$ cat src/rtl/cpu_decode_stage_if.sv
`default_nettype none
// ============================================================================
//  Module      : cpu_decode_stage_if
//  Description : Upstream/downstream handshake and decoded-field bundle
//                for the moxie decode stage.
//  Revision    : 1.0  initial release
// ============================================================================
interface cpu_decode_stage_if #(
    parameter int DATA_W = 32,
    parameter int ADDR_W = 32,
    parameter int CNT_W  = 8
);
    logic [15:0]       opcode_i;
    logic [DATA_W-1:0] operand_i;
    logic [ADDR_W-1:0] pc_i;
    logic              valid_i;
    logic              ready_o;
    logic              flush_i;
    logic              valid_o;
    logic              ready_i;
    logic [3:0]        class_o;
    logic [3:0]        alu_op_o;
    logic [3:0]        rega_o;
    logic [3:0]        regb_o;
    logic [DATA_W-1:0] imm_o;
    logic [3:0]        cond_o;
    logic [1:0]        mem_size_o;
    logic              illegal_o;
    logic [ADDR_W-1:0] pc_o;
    logic [CNT_W-1:0]  ill_count_o;

    modport slave (
        input  opcode_i, operand_i, pc_i, valid_i, flush_i, ready_i,
        output ready_o, valid_o, class_o, alu_op_o, rega_o, regb_o, imm_o,
               cond_o, mem_size_o, illegal_o, pc_o, ill_count_o
    );

    modport master (
        output opcode_i, operand_i, pc_i, valid_i, flush_i, ready_i,
        input  ready_o, valid_o, class_o, alu_op_o, rega_o, regb_o, imm_o,
               cond_o, mem_size_o, illegal_o, pc_o, ill_count_o
    );
endinterface
`default_nettype wire

$ cat src/rtl/cpu_decode_stage.sv
`default_nettype none
// ============================================================================
//  Module      : cpu_decode_stage
//  Description : Moxie decode stage with 2-entry skid buffer and saturating
//                illegal-opcode counter. Define CPU_DECODE_TRACE_EN for a
//                simulation-only disassembly trace of accepted beats.
//  Revision    : 1.0  initial release
// ============================================================================
module cpu_decode_stage #(
    parameter int DATA_W = 32,
    parameter int ADDR_W = 32,
    parameter int CNT_W  = 8
) (
    input  logic                clk_i,
    input  logic                rst_i,
    cpu_decode_stage_if.slave   bus
);
    localparam logic [3:0] c_CLS_NOP = 4'd0,  c_CLS_ALU = 4'd1,  c_CLS_MOVE = 4'd2;
    localparam logic [3:0] c_CLS_LOAD = 4'd3, c_CLS_STORE = 4'd4, c_CLS_BRANCH = 4'd5;
    localparam logic [3:0] c_CLS_JUMP = 4'd6, c_CLS_CALL = 4'd7, c_CLS_RET = 4'd8;
    localparam logic [3:0] c_CLS_STACK = 4'd9, c_CLS_SWI = 4'd10, c_CLS_BRK = 4'd11;
    localparam logic [3:0] c_CLS_SREG = 4'd12, c_CLS_ILL = 4'd15;

    typedef struct packed {
        logic [3:0]        cls;
        logic [3:0]        alu;
        logic [3:0]        rega;
        logic [3:0]        regb;
        logic [DATA_W-1:0] imm;
        logic [3:0]        cond;
        logic [1:0]        size;
        logic [ADDR_W-1:0] pc;
    } dec_t;

    typedef enum logic [1:0] {S_EMPTY = 2'd0, S_ONE = 2'd1, S_TWO = 2'd2} state_t;

    state_t            r_state, w_next;
    logic              r_ready;
    dec_t              r_out, r_skid, w_dec;
    logic [CNT_W-1:0]  r_cnt;
    logic [ADDR_W-1:0] w_tgt;
    logic              w_in, w_out, w_load_out, w_load_skid, w_skid_to_out;
    logic [15:0]       w_op;

    assign w_op  = bus.opcode_i;
    assign w_in  = bus.valid_i & r_ready;
    assign w_out = (r_state != S_EMPTY) & bus.ready_i;
    assign w_tgt = bus.pc_i + ADDR_W'(2) + {{(ADDR_W-11){w_op[9]}}, w_op[9:0], 1'b0};

    always_comb begin
        w_dec      = '0;
        w_dec.pc   = bus.pc_i;
        w_dec.size = 2'd2;
        case (w_op[15:14])
            2'b10: begin
                w_dec.rega = w_op[11:8];
                w_dec.imm  = DATA_W'(w_op[7:0]);
                case (w_op[13:12])
                    2'b00:   w_dec.cls = c_CLS_ALU;
                    2'b01:   begin w_dec.cls = c_CLS_ALU; w_dec.alu = 4'd1; end
                    default: w_dec.cls = c_CLS_SREG;
                endcase
            end
            2'b11: begin
                w_dec.cond = w_op[13:10];
                w_dec.imm  = DATA_W'(w_tgt);
                w_dec.cls  = (w_op[13:10] > 4'd9) ? c_CLS_ILL : c_CLS_BRANCH;
            end
            default: begin
                w_dec.rega = w_op[7:4];
                w_dec.regb = w_op[3:0];
                w_dec.imm  = bus.operand_i;
                case (w_op[15:8])
                    8'h00:                  w_dec.cls = c_CLS_NOP;
                    8'h01, 8'h02:           w_dec.cls = c_CLS_MOVE;
                    8'h1b:                  begin w_dec.cls = c_CLS_MOVE; w_dec.size = 2'd0; end
                    8'h20:                  begin w_dec.cls = c_CLS_MOVE; w_dec.size = 2'd1; end
                    8'h03, 8'h19:           w_dec.cls = c_CLS_CALL;
                    8'h04:                  w_dec.cls = c_CLS_RET;
                    8'h06, 8'h07:           w_dec.cls = c_CLS_STACK;
                    8'h08, 8'h0a, 8'h0c:    w_dec.cls = c_CLS_LOAD;
                    8'h1c, 8'h1d, 8'h36:    begin w_dec.cls = c_CLS_LOAD; w_dec.size = 2'd0; end
                    8'h21, 8'h22, 8'h38:    begin w_dec.cls = c_CLS_LOAD; w_dec.size = 2'd1; end
                    8'h09, 8'h0b, 8'h0d:    w_dec.cls = c_CLS_STORE;
                    8'h1e, 8'h1f, 8'h37:    begin w_dec.cls = c_CLS_STORE; w_dec.size = 2'd0; end
                    8'h23, 8'h24, 8'h39:    begin w_dec.cls = c_CLS_STORE; w_dec.size = 2'd1; end
                    8'h1a, 8'h25:           w_dec.cls = c_CLS_JUMP;
                    8'h30:                  w_dec.cls = c_CLS_SWI;
                    8'h35:                  w_dec.cls = c_CLS_BRK;
                    8'h05: begin w_dec.cls = c_CLS_ALU; w_dec.alu = 4'd0;  end
                    8'h29: begin w_dec.cls = c_CLS_ALU; w_dec.alu = 4'd1;  end
                    8'h26: begin w_dec.cls = c_CLS_ALU; w_dec.alu = 4'd2;  end
                    8'h2b: begin w_dec.cls = c_CLS_ALU; w_dec.alu = 4'd3;  end
                    8'h2e: begin w_dec.cls = c_CLS_ALU; w_dec.alu = 4'd4;  end
                    8'h27: begin w_dec.cls = c_CLS_ALU; w_dec.alu = 4'd5;  end
                    8'h2d: begin w_dec.cls = c_CLS_ALU; w_dec.alu = 4'd6;  end
                    8'h28: begin w_dec.cls = c_CLS_ALU; w_dec.alu = 4'd7;  end
                    8'h2f: begin w_dec.cls = c_CLS_ALU; w_dec.alu = 4'd8;  end
                    8'h31: begin w_dec.cls = c_CLS_ALU; w_dec.alu = 4'd9;  end
                    8'h32: begin w_dec.cls = c_CLS_ALU; w_dec.alu = 4'd10; end
                    8'h33: begin w_dec.cls = c_CLS_ALU; w_dec.alu = 4'd11; end
                    8'h34: begin w_dec.cls = c_CLS_ALU; w_dec.alu = 4'd12; end
                    8'h2a: begin w_dec.cls = c_CLS_ALU; w_dec.alu = 4'd13; end
                    8'h2c: begin w_dec.cls = c_CLS_ALU; w_dec.alu = 4'd14; end
                    8'h0e: begin w_dec.cls = c_CLS_ALU; w_dec.alu = 4'd15; end
                    default:                w_dec.cls = c_CLS_ILL;
                endcase
            end
        endcase
    end

    // Skid-buffer control; flush cancels every load and empties the buffer.
    always_comb begin
        w_next        = r_state;
        w_load_out    = 1'b0;
        w_load_skid   = 1'b0;
        w_skid_to_out = 1'b0;
        case (r_state)
            S_EMPTY: if (w_in) begin w_next = S_ONE; w_load_out = 1'b1; end
            S_ONE: begin
                if (w_in && !w_out)      begin w_next = S_TWO; w_load_skid = 1'b1; end
                else if (w_in && w_out)  w_load_out = 1'b1;
                else if (w_out)          w_next = S_EMPTY;
            end
            S_TWO: if (w_out) begin w_next = S_ONE; w_skid_to_out = 1'b1; end
            default: w_next = S_EMPTY;
        endcase
        if (bus.flush_i) begin
            w_next        = S_EMPTY;
            w_load_out    = 1'b0;
            w_load_skid   = 1'b0;
            w_skid_to_out = 1'b0;
        end
    end

    always_ff @(posedge clk_i) begin
        if (rst_i) begin
            r_state <= S_EMPTY;
            r_ready <= 1'b1;
        end else begin
            r_state <= w_next;
            r_ready <= (w_next != S_TWO);
        end
    end

    always_ff @(posedge clk_i) begin
        if (rst_i) begin
            r_out  <= '0;
            r_skid <= '0;
            r_cnt  <= '0;
        end else begin
            if (w_load_out)         r_out <= w_dec;
            else if (w_skid_to_out) r_out <= r_skid;
            if (w_load_skid)        r_skid <= w_dec;
            if (w_in && !bus.flush_i && (w_dec.cls == c_CLS_ILL) && (r_cnt != {CNT_W{1'b1}}))
                r_cnt <= r_cnt + 1'b1;
        end
    end

    assign bus.ready_o     = r_ready;
    assign bus.valid_o     = (r_state != S_EMPTY);
    assign bus.class_o     = r_out.cls;
    assign bus.alu_op_o    = r_out.alu;
    assign bus.rega_o      = r_out.rega;
    assign bus.regb_o      = r_out.regb;
    assign bus.imm_o       = r_out.imm;
    assign bus.cond_o      = r_out.cond;
    assign bus.mem_size_o  = r_out.size;
    assign bus.illegal_o   = (r_out.cls == c_CLS_ILL);
    assign bus.pc_o        = r_out.pc;
    assign bus.ill_count_o = r_cnt;

`ifdef CPU_DECODE_TRACE_EN
    string c_f1_mnem [58] = '{"nop","ldi.l","mov","jsra","ret","add.l","push","pop","lda.l",
        "sta.l","ld.l","st.l","ldo.l","sto.l","cmp","bad","bad","bad","bad","bad","bad","bad",
        "bad","bad","bad","jsr","jmpa","ldi.b","ld.b","lda.b","st.b","sta.b","ldi.s","ld.s",
        "lda.s","st.s","sta.s","jmp","and","lshr","ashl","sub.l","neg","or","not","ashr","xor",
        "mul.l","swi","div.l","udiv.l","mod.l","umod.l","brk","ldo.b","sto.b","ldo.s","sto.s"};
    string c_f2_mnem [4]  = '{"inc","dec","gsr","ssr"};
    string c_f3_mnem [10] = '{"beq","bne","blt","bgt","bltu","bgtu","bge","ble","bgeu","bleu"};

    function automatic string f_reg(input logic [3:0] r);
        if (r == 4'd0) return "fp";
        if (r == 4'd1) return "sp";
        return $sformatf("r%0d", r - 4'd2);
    endfunction

    always @(posedge clk_i) begin
        if (!rst_i && !bus.flush_i && w_in) begin
            if (w_dec.cls == c_CLS_ILL)
                $display("\tbad");
            else if (!w_op[15])
                $display("\t%s\t$%s,\t$%s", c_f1_mnem[w_op[13:8]], f_reg(w_op[7:4]), f_reg(w_op[3:0]));
            else if (!w_op[14])
                $display("\t%s\t0x%0h", c_f2_mnem[w_op[13:12]], w_dec.imm);
            else
                $display("\t%s\t0x%0h", c_f3_mnem[w_op[13:10]], w_dec.imm);
        end
    end
`endif
endmodule
`default_nettype wire

$ cat src/flat_wrapper.sv
// flat-port wrapper written by rule: the top's interface ports become plain ports
module cpu_decode_stage_flat 
#(
    parameter int DATA_W = 32,
    parameter int ADDR_W = 32,
    parameter int CNT_W  = 8
)
  (clk_i, rst_i, bus_opcode_i, bus_operand_i, bus_pc_i, bus_valid_i, bus_flush_i, bus_ready_i, bus_ready_o, bus_valid_o, bus_class_o, bus_alu_op_o, bus_rega_o, bus_regb_o, bus_imm_o, bus_cond_o, bus_mem_size_o, bus_illegal_o, bus_pc_o, bus_ill_count_o);
  cpu_decode_stage_if #(.DATA_W(DATA_W), .ADDR_W(ADDR_W), .CNT_W(CNT_W)) bus_i ();
  input  logic clk_i;
  input  logic rst_i;
  input wire logic [$bits(bus_i.opcode_i)-1:0] bus_opcode_i;
  input wire logic [$bits(bus_i.operand_i)-1:0] bus_operand_i;
  input wire logic [$bits(bus_i.pc_i)-1:0] bus_pc_i;
  input wire logic [$bits(bus_i.valid_i)-1:0] bus_valid_i;
  input wire logic [$bits(bus_i.flush_i)-1:0] bus_flush_i;
  input wire logic [$bits(bus_i.ready_i)-1:0] bus_ready_i;
  output wire logic [$bits(bus_i.ready_o)-1:0] bus_ready_o;
  output wire logic [$bits(bus_i.valid_o)-1:0] bus_valid_o;
  output wire logic [$bits(bus_i.class_o)-1:0] bus_class_o;
  output wire logic [$bits(bus_i.alu_op_o)-1:0] bus_alu_op_o;
  output wire logic [$bits(bus_i.rega_o)-1:0] bus_rega_o;
  output wire logic [$bits(bus_i.regb_o)-1:0] bus_regb_o;
  output wire logic [$bits(bus_i.imm_o)-1:0] bus_imm_o;
  output wire logic [$bits(bus_i.cond_o)-1:0] bus_cond_o;
  output wire logic [$bits(bus_i.mem_size_o)-1:0] bus_mem_size_o;
  output wire logic [$bits(bus_i.illegal_o)-1:0] bus_illegal_o;
  output wire logic [$bits(bus_i.pc_o)-1:0] bus_pc_o;
  output wire logic [$bits(bus_i.ill_count_o)-1:0] bus_ill_count_o;
  assign bus_i.opcode_i = bus_opcode_i;
  assign bus_i.operand_i = bus_operand_i;
  assign bus_i.pc_i = bus_pc_i;
  assign bus_i.valid_i = bus_valid_i;
  assign bus_i.flush_i = bus_flush_i;
  assign bus_i.ready_i = bus_ready_i;
  assign bus_ready_o = bus_i.ready_o;
  assign bus_valid_o = bus_i.valid_o;
  assign bus_class_o = bus_i.class_o;
  assign bus_alu_op_o = bus_i.alu_op_o;
  assign bus_rega_o = bus_i.rega_o;
  assign bus_regb_o = bus_i.regb_o;
  assign bus_imm_o = bus_i.imm_o;
  assign bus_cond_o = bus_i.cond_o;
  assign bus_mem_size_o = bus_i.mem_size_o;
  assign bus_illegal_o = bus_i.illegal_o;
  assign bus_pc_o = bus_i.pc_o;
  assign bus_ill_count_o = bus_i.ill_count_o;
  cpu_decode_stage #(.DATA_W(DATA_W), .ADDR_W(ADDR_W), .CNT_W(CNT_W)) u_core (.clk_i(clk_i), .rst_i(rst_i), .bus(bus_i));
endmodule
$ cat config.mk
export PLATFORM = sky130hd
export DESIGN_NAME = cpu_decode_stage_flat
export DESIGN_NICKNAME = d
export VERILOG_FILES = /design/src/rtl/cpu_decode_stage_if.sv /design/src/rtl/cpu_decode_stage.sv /design/src/flat_wrapper.sv
export SDC_FILE = /design/constraint.sdc
export NUM_CORES = 1
export LEC_CHECK = 0
export ABC_AREA = 0
export BUFFER_PORTS_ARGS = -buffer_cell sky130_fd_sc_hd__buf_2
export CAP_MARGIN = 0
export CELL_PAD_IN_SITES_DETAIL_PLACEMENT = 1
export CELL_PAD_IN_SITES_GLOBAL_PLACEMENT = 1
export CORE_UTILIZATION = 42
export DETAILED_ROUTE_END_ITERATION = 6
export GPL_TIMING_DRIVEN = 1
export MAX_ROUTING_LAYER = met4
export PLACE_DENSITY = 0.85
export SETUP_SLACK_MARGIN = 0.02
export SLEW_MARGIN = 20
export SYNTH_ARGS = -nofsm -noshare
export SYNTH_HDL_FRONTEND = slang
export SYNTH_SLANG_ARGS = --single-unit
$ cat constraint.sdc
create_clock -name clk_i -period 4.7 [get_ports clk_i]
set_clock_uncertainty 0.1 [all_clocks]
set_input_delay 0.94 -clock clk_i [delete_from_list [all_inputs] [get_ports clk_i]]
set_output_delay 0.94 -clock clk_i [all_outputs]
set_load 0.02 [all_outputs]
## Word level (Yosys, flattened, before mapping)

Cells that the tools add are included.

| operators by class | value |
|---|---|
| add/sub/neg operators | 3 |
| order comparisons | 1 |
| equal/unequal tests | 56 |
| multiplexer cells | 32 |
| bitwise gates (word level) | 2 |
| reduce and logical (&&, ||, !) cells | 23 |

Operators with widths:

| operator | number |
|---|---|
| 8-bit by 6-bit == test with 1-bit output (second input constant) | 26 |
| 86-bit 2-to-1 mux | 2 |
| 32-bit one-hot mux with 2 select lines | 1 |
| 4-bit one-hot mux with 15 select lines | 1 |
| 8-bit by 4-bit == test with 1-bit output (second input constant) | 7 |
| 8-bit by 5-bit == test with 1-bit output (second input constant) | 7 |
| 4-bit one-hot mux with 11 select lines | 1 |
| 32-bit by 2-bit adder with 32-bit output (second input constant) | 1 |
| 32-bit adder | 1 |
| 8-bit by 3-bit == test with 1-bit output (second input constant) | 4 |
| 9-bit OR reduction | 2 |
| 8-bit by 2-bit == test with 1-bit output (second input constant) | 2 |
| 4-bit 2-to-1 mux | 4 |
| 8-bit one-hot mux with 2 select lines | 1 |
| 16-bit OR reduction | 1 |
| 2-bit 2-to-1 mux | 7 |
| 7-bit OR reduction | 2 |
| 1-bit 2-to-1 mux | 11 |
| 2-bit OR reduction | 5 |
| 8-bit by 1-bit adder with 8-bit output (second input constant) | 1 |
| 4-bit == test (second input constant) | 2 |
| 8-bit by 1-bit == test with 1-bit output (second input constant) | 1 |
| 8-bit zero test | 1 |
| 8-bit inequality test (second input constant) | 1 |
| other kinds (14) | 25 |

| storage, ports and cells | value |
|---|---|
| register bits | 183 |
| bits of input ports | 85 |
| output and inout port bits | 97 |
| word-level logic and storage cells | 136 |

## Depth between registers and ports, before layout

| logic depth | value |
|---|---|
| word-level depth | 8 |
| mapped depth | 14 |
| gate-level depth less buffers | 14 |

## Least setup slack after synthesis

No wires, ideal clock.

| path | value |
|---|---|
| path kind | input to register |
| from | in bus_pc_i[2] |
| to | reg u_core.r_out, in the netlist u_core.bus.imm_o[28] |
| setup time | 0.120 ns |
| arrival time | 3.421 ns |
| required time | 4.480 ns |
| path slack | 1.059 ns |
| cell stages on the path | 12 |
| path buffers | 0 |
| cells stage by stage | ha_1 > ha_1 > inv_1 > fa_1 > and2b_1 > o2111ai_1 > a2111o_1 > a21o_1 > a21oi_2 > a31oi_1 > mux2i_1 > o31a_1 |

| on the way | value |
|---|---|
| longest elaborated chain between the ends | 4 |

RTL lines:

| item | line | RTL |
|---|---|---|
| from (decl) | flat_wrapper.sv:14 | `input wire logic [$bits(bus_i.pc_i)-1:0] bus_pc_i;` |
| 32-bit by 2-bit adder with 32-bit output | cpu_decode_stage.sv:48 | `assign w_tgt = bus.pc_i + ADDR_W'(2) + {{(ADDR_W-11){w_op[9]}}, w_op[9:0], 1'b0};` |
| 32-bit adder | cpu_decode_stage.sv:48 |  |
| 32-bit one-hot mux with 2 select lines | cpu_decode_stage.sv:54 | `case (w_op[15:14])` |
| 86-bit 2-to-1 mux | cpu_decode_stage.sv:152 | `if (w_load_out) r_out <= w_dec;` |
| to (signal assigned) | cpu_decode_stage.sv:152 |  |
| to (signal assigned) | cpu_decode_stage.sv:153 | `else if (w_skid_to_out) r_out <= r_skid;` |
| to (decl) | cpu_decode_stage.sv:39 | `dec_t r_out, r_skid, w_dec;` |

No other way between the ends.
A chain may end at the register's enable or synchronous reset.

## Final worst setup path

| path | value |
|---|---|
| from | in bus_pc_i[1] |
| to | reg u_core.r_out, in the netlist u_core.bus.imm_o[26] |

The elaborated chain is that of the path after synthesis.

==> results.ini <==
[outcome]
status=completed

[synthesis]
synth_seq_cells=183
synth_edf_count=0
synth_fp_nets=1431
synth_most_common_cell=nand2_1
synthArstFlopShare_pct=0
syn_area_mm2=0.0103
synth_top_family_by_area=compound AO/OA/AOI/OAI gates
ys_types=78
synth-compound-area-share_pct=26.6
synth.area.mux_share_pct=2.67
synth-simple-area-share_pct=20.4
synth.avg_cell_area_um2=8.03
synth_top_cell_by_area=dfxtp_1
synthAdderAreaFrac_pct=7.47
synth_flop_cell=dfxtp_1
netlist_top_cells_area=dfxtp_1, ha_1, a21oi_1
synth_xor_area_share_pct=2.46
synth_warnings=0
yosysSeqAreaShare_pct=35.5
synth_commonest_cells=nand2_1, dfxtp_1, a21oi_1, nor2_1, a211oi_1
synth_top_area_share_pct=35.5
syn_inst=1285

[timing]
finalSetupTns_ns=0
post-route-period-util_pct=78.6
finalMaxSlewViolations=0
final_hold_viol_count=0
min_period_ns=3.69
tightestPinTransition_ns=0.982
rsz0062_at_grt=false
setup_viol=0
max_freq_mhz=271
slew_headroom_pct=34.5

[route]
wl_per_cell_um=20.8
initialDrtViolationCount=732
firstDrtPassIters=5
viasPerCell=5.92
drt.antenna.violating_nets=0
remaining_drc_errors=0
routed_wl_um=36100
vias=10286

[global_route]
grt_pass1_vias=10617
grt_max_degree=100
grt_pass1_wl_um=57600
antenna_found_initial=3
track_usage_pct=29.4
grt_overflow_total=0

[hold_path]
hold_end=u_core.r_skid[34]$_SDFFE_PP0P_
holdPathStages=2
hold_path_class=reg2reg
worstHoldStart=u_core.r_skid[34]$_SDFFE_PP0P_

[critical_path]
crit_family=compound AO/OA/AOI/OAI gates
crit_type=in2reg
worstPathRequired_ns=4.94
cp_cell_sequence=buf_2 -> inv_1 -> ha_1 -> inv_1 -> ha_1 -> inv_1 -> fa_1 -> and2b_1 -> o2111ai_1 -> a2111o_1 -> a21o_1 -> a21oi_2 -> a21boi_0 -> mux2i_1 -> a311oi_1
r2r_start=u_core.bus.ready_o$_SDFF_PP1_
start_kind=input pin
cpPeakStageDelay_ns=0.49
slowest_stage=a2111o_1
crit_arrival_ns=3.93
cpMostUsedCell=inv_1
crit_path_end_kind=flop
reg2reg_to=u_core.bus.cond_o[1]$_SDFFE_PP0P_
rr_worst_depth=6
crit_fanout=3
rrSetupSlack_ns=2.13
critPathBufInv=4

[pwr]
p_leak_nw=4.76
powerDensity_mw_per_mm2=326
ir_drop_v=0.000229
power_mw=3.90

[clock_network]
hold_buffers=0
clk_latency_ns=0.44
cts_buffer_depth=2
cts_root_buffer=clkbuf_16
cts-resized-gates=0
cts_tree=built
post_cts.repair.setup_buffers=0
cts_max_level=4
cts_buffers=17
cts_sinks=183
clk_pin_slew_ns=0.07

[die]
io_pins=182
core_mm2=0.0238
die_x_um=159
dieHeight_um=159
rows=56
initial_core_util_pct=43.4
dieArea_mm2=0.0252

[job]
max_cap_violations=0

[placed_design]
post-dp-hpwl_um=25700
gp_congestion=0.912
io_buffers=181

[finish]
area.growth.synth_to_final_pct=16.0
num-nets-final=1549
drive_above_1_share_pct=18.3

-- cell usage in the layout (no fill, tap or decap), drive strengths merged, types with 9 or more instances in the layout --
master / n
inv: 31
o21a: 9
ha: 60
a221oi: 10
nand4: 16
xnor2: 17
a31oi: 15
dfxtp: 183
a21oi: 151
nor2b: 32
o21ai: 51
a211oi: 70
nand3: 31
nor3: 19
nor2: 107
nand2: 190
mux2i: 26
a22oi: 48
xor2: 12
clkbuf: 18
buf: 199
-- state kept, by name, summed over array words and instances (netlist names) --
signal,count
u_core.r_skid,86
u_core.bus.imm_o,32
u_core.bus.pc_o,32
u_core.bus.ill_count_o,8
u_core.bus.alu_op_o,4
u_core.bus.class_o,4
u_core.bus.cond_o,4
u_core.bus.rega_o,4
u_core.bus.regb_o,4
u_core.bus.mem_size_o,2
u_core.r_state,2
u_core.bus.ready_o,1
-- worst max path at each step --
| stage | from | to | slack, ns | depth (start not counted) |
|---|---|---|---|---|
| final | bus_pc_i[1] | u_core.bus.imm_o[26]$_SDFFE_PP0P_ | 1.01 | 15 |
| after global routing | bus_pc_i[1] | u_core.bus.imm_o[26]$_SDFFE_PP0P_ | 0.79 | 15 |
| after CTS | bus_pc_i[1] | u_core.bus.imm_o[26]$_SDFFE_PP0P_ | 1.01 | 15 |
| after detailed placement | bus_pc_i[2] | u_core.bus.imm_o[26]$_SDFFE_PP0P_ | 0.60 | 13 |
| after global placement | bus_pc_i[1] | u_core.r_skid[66]$_SDFFE_PP0P_ | 0.66 | 15 |
| after floorplan | bus_pc_i[2] | u_core.bus.imm_o[28]$_SDFFE_PP0P_ | 1.06 | 12 |
-- through the flow --
stage	cells	util (%)	instance area, um^2	setup slack (ns)	hold WS, ns
floorplan	1285	-	10300	1.06	0.332
global placement	1703	48.0	11400	0.664	0.340
detailed placement	1703	48.0	11400	0.596	0.347
CTS	1735	50.4	12000	1.01	0.357
global route	1738	50.4	12000	0.791	0.370
finish	1738	50.4	12000	1.01	0.355
-- power breakdown --
group | internal, mW | total [mW] | switching, mW | leakage, nW
sequential | 1.60 | 1.63 | 0.0305 | 1.49
clock | 0.717 | 1.43 | 0.717 | 0.278
combinational | 0.289 | 0.838 | 0.549 | 2.99
-- area by class of cell --
class,count,area [um^2]
well taps,319,399
diodes,3,7.51
repair buffers,199,1070
flip-flops and latches,183,3660
clock buffers,18,439
inverters,23,86.3
multi-input cells,979,6180
clock inverters,14,130
fillers,2953,11800
-- worst min-delay path, stage by stage, from the launching register on --
cell,delay [ns]
dfxtp_1,0.31
nand2_1,0.05
a21oi_1,0.05
-- logic make-up after synthesis --
| kind of cell | count (synthesis) |
|---|---|
| AO/OA/AOI/OAI | 414 |
| multiplexers | 27 |
| buffers and inverters | 123 |
| flip-flops | 183 |
| adder cells (fa/ha/maj) | 61 |
| XOR/XNOR | 29 |
| AND/OR/NAND/NOR | 448 |
-- routing by layer --
metal / GRT usage (%) / part of all wire [%] / vias up
met5: - / 0 / -
met3: 4.86 / 4.5 / 61
met1: 34.9 / 43 / 5076
met4: 12.2 / 3.5 / 0
met2: 49.2 / 49 / 245
li1: - / - / 4904
Note: power is estimated with default switching activity, not from simulation.
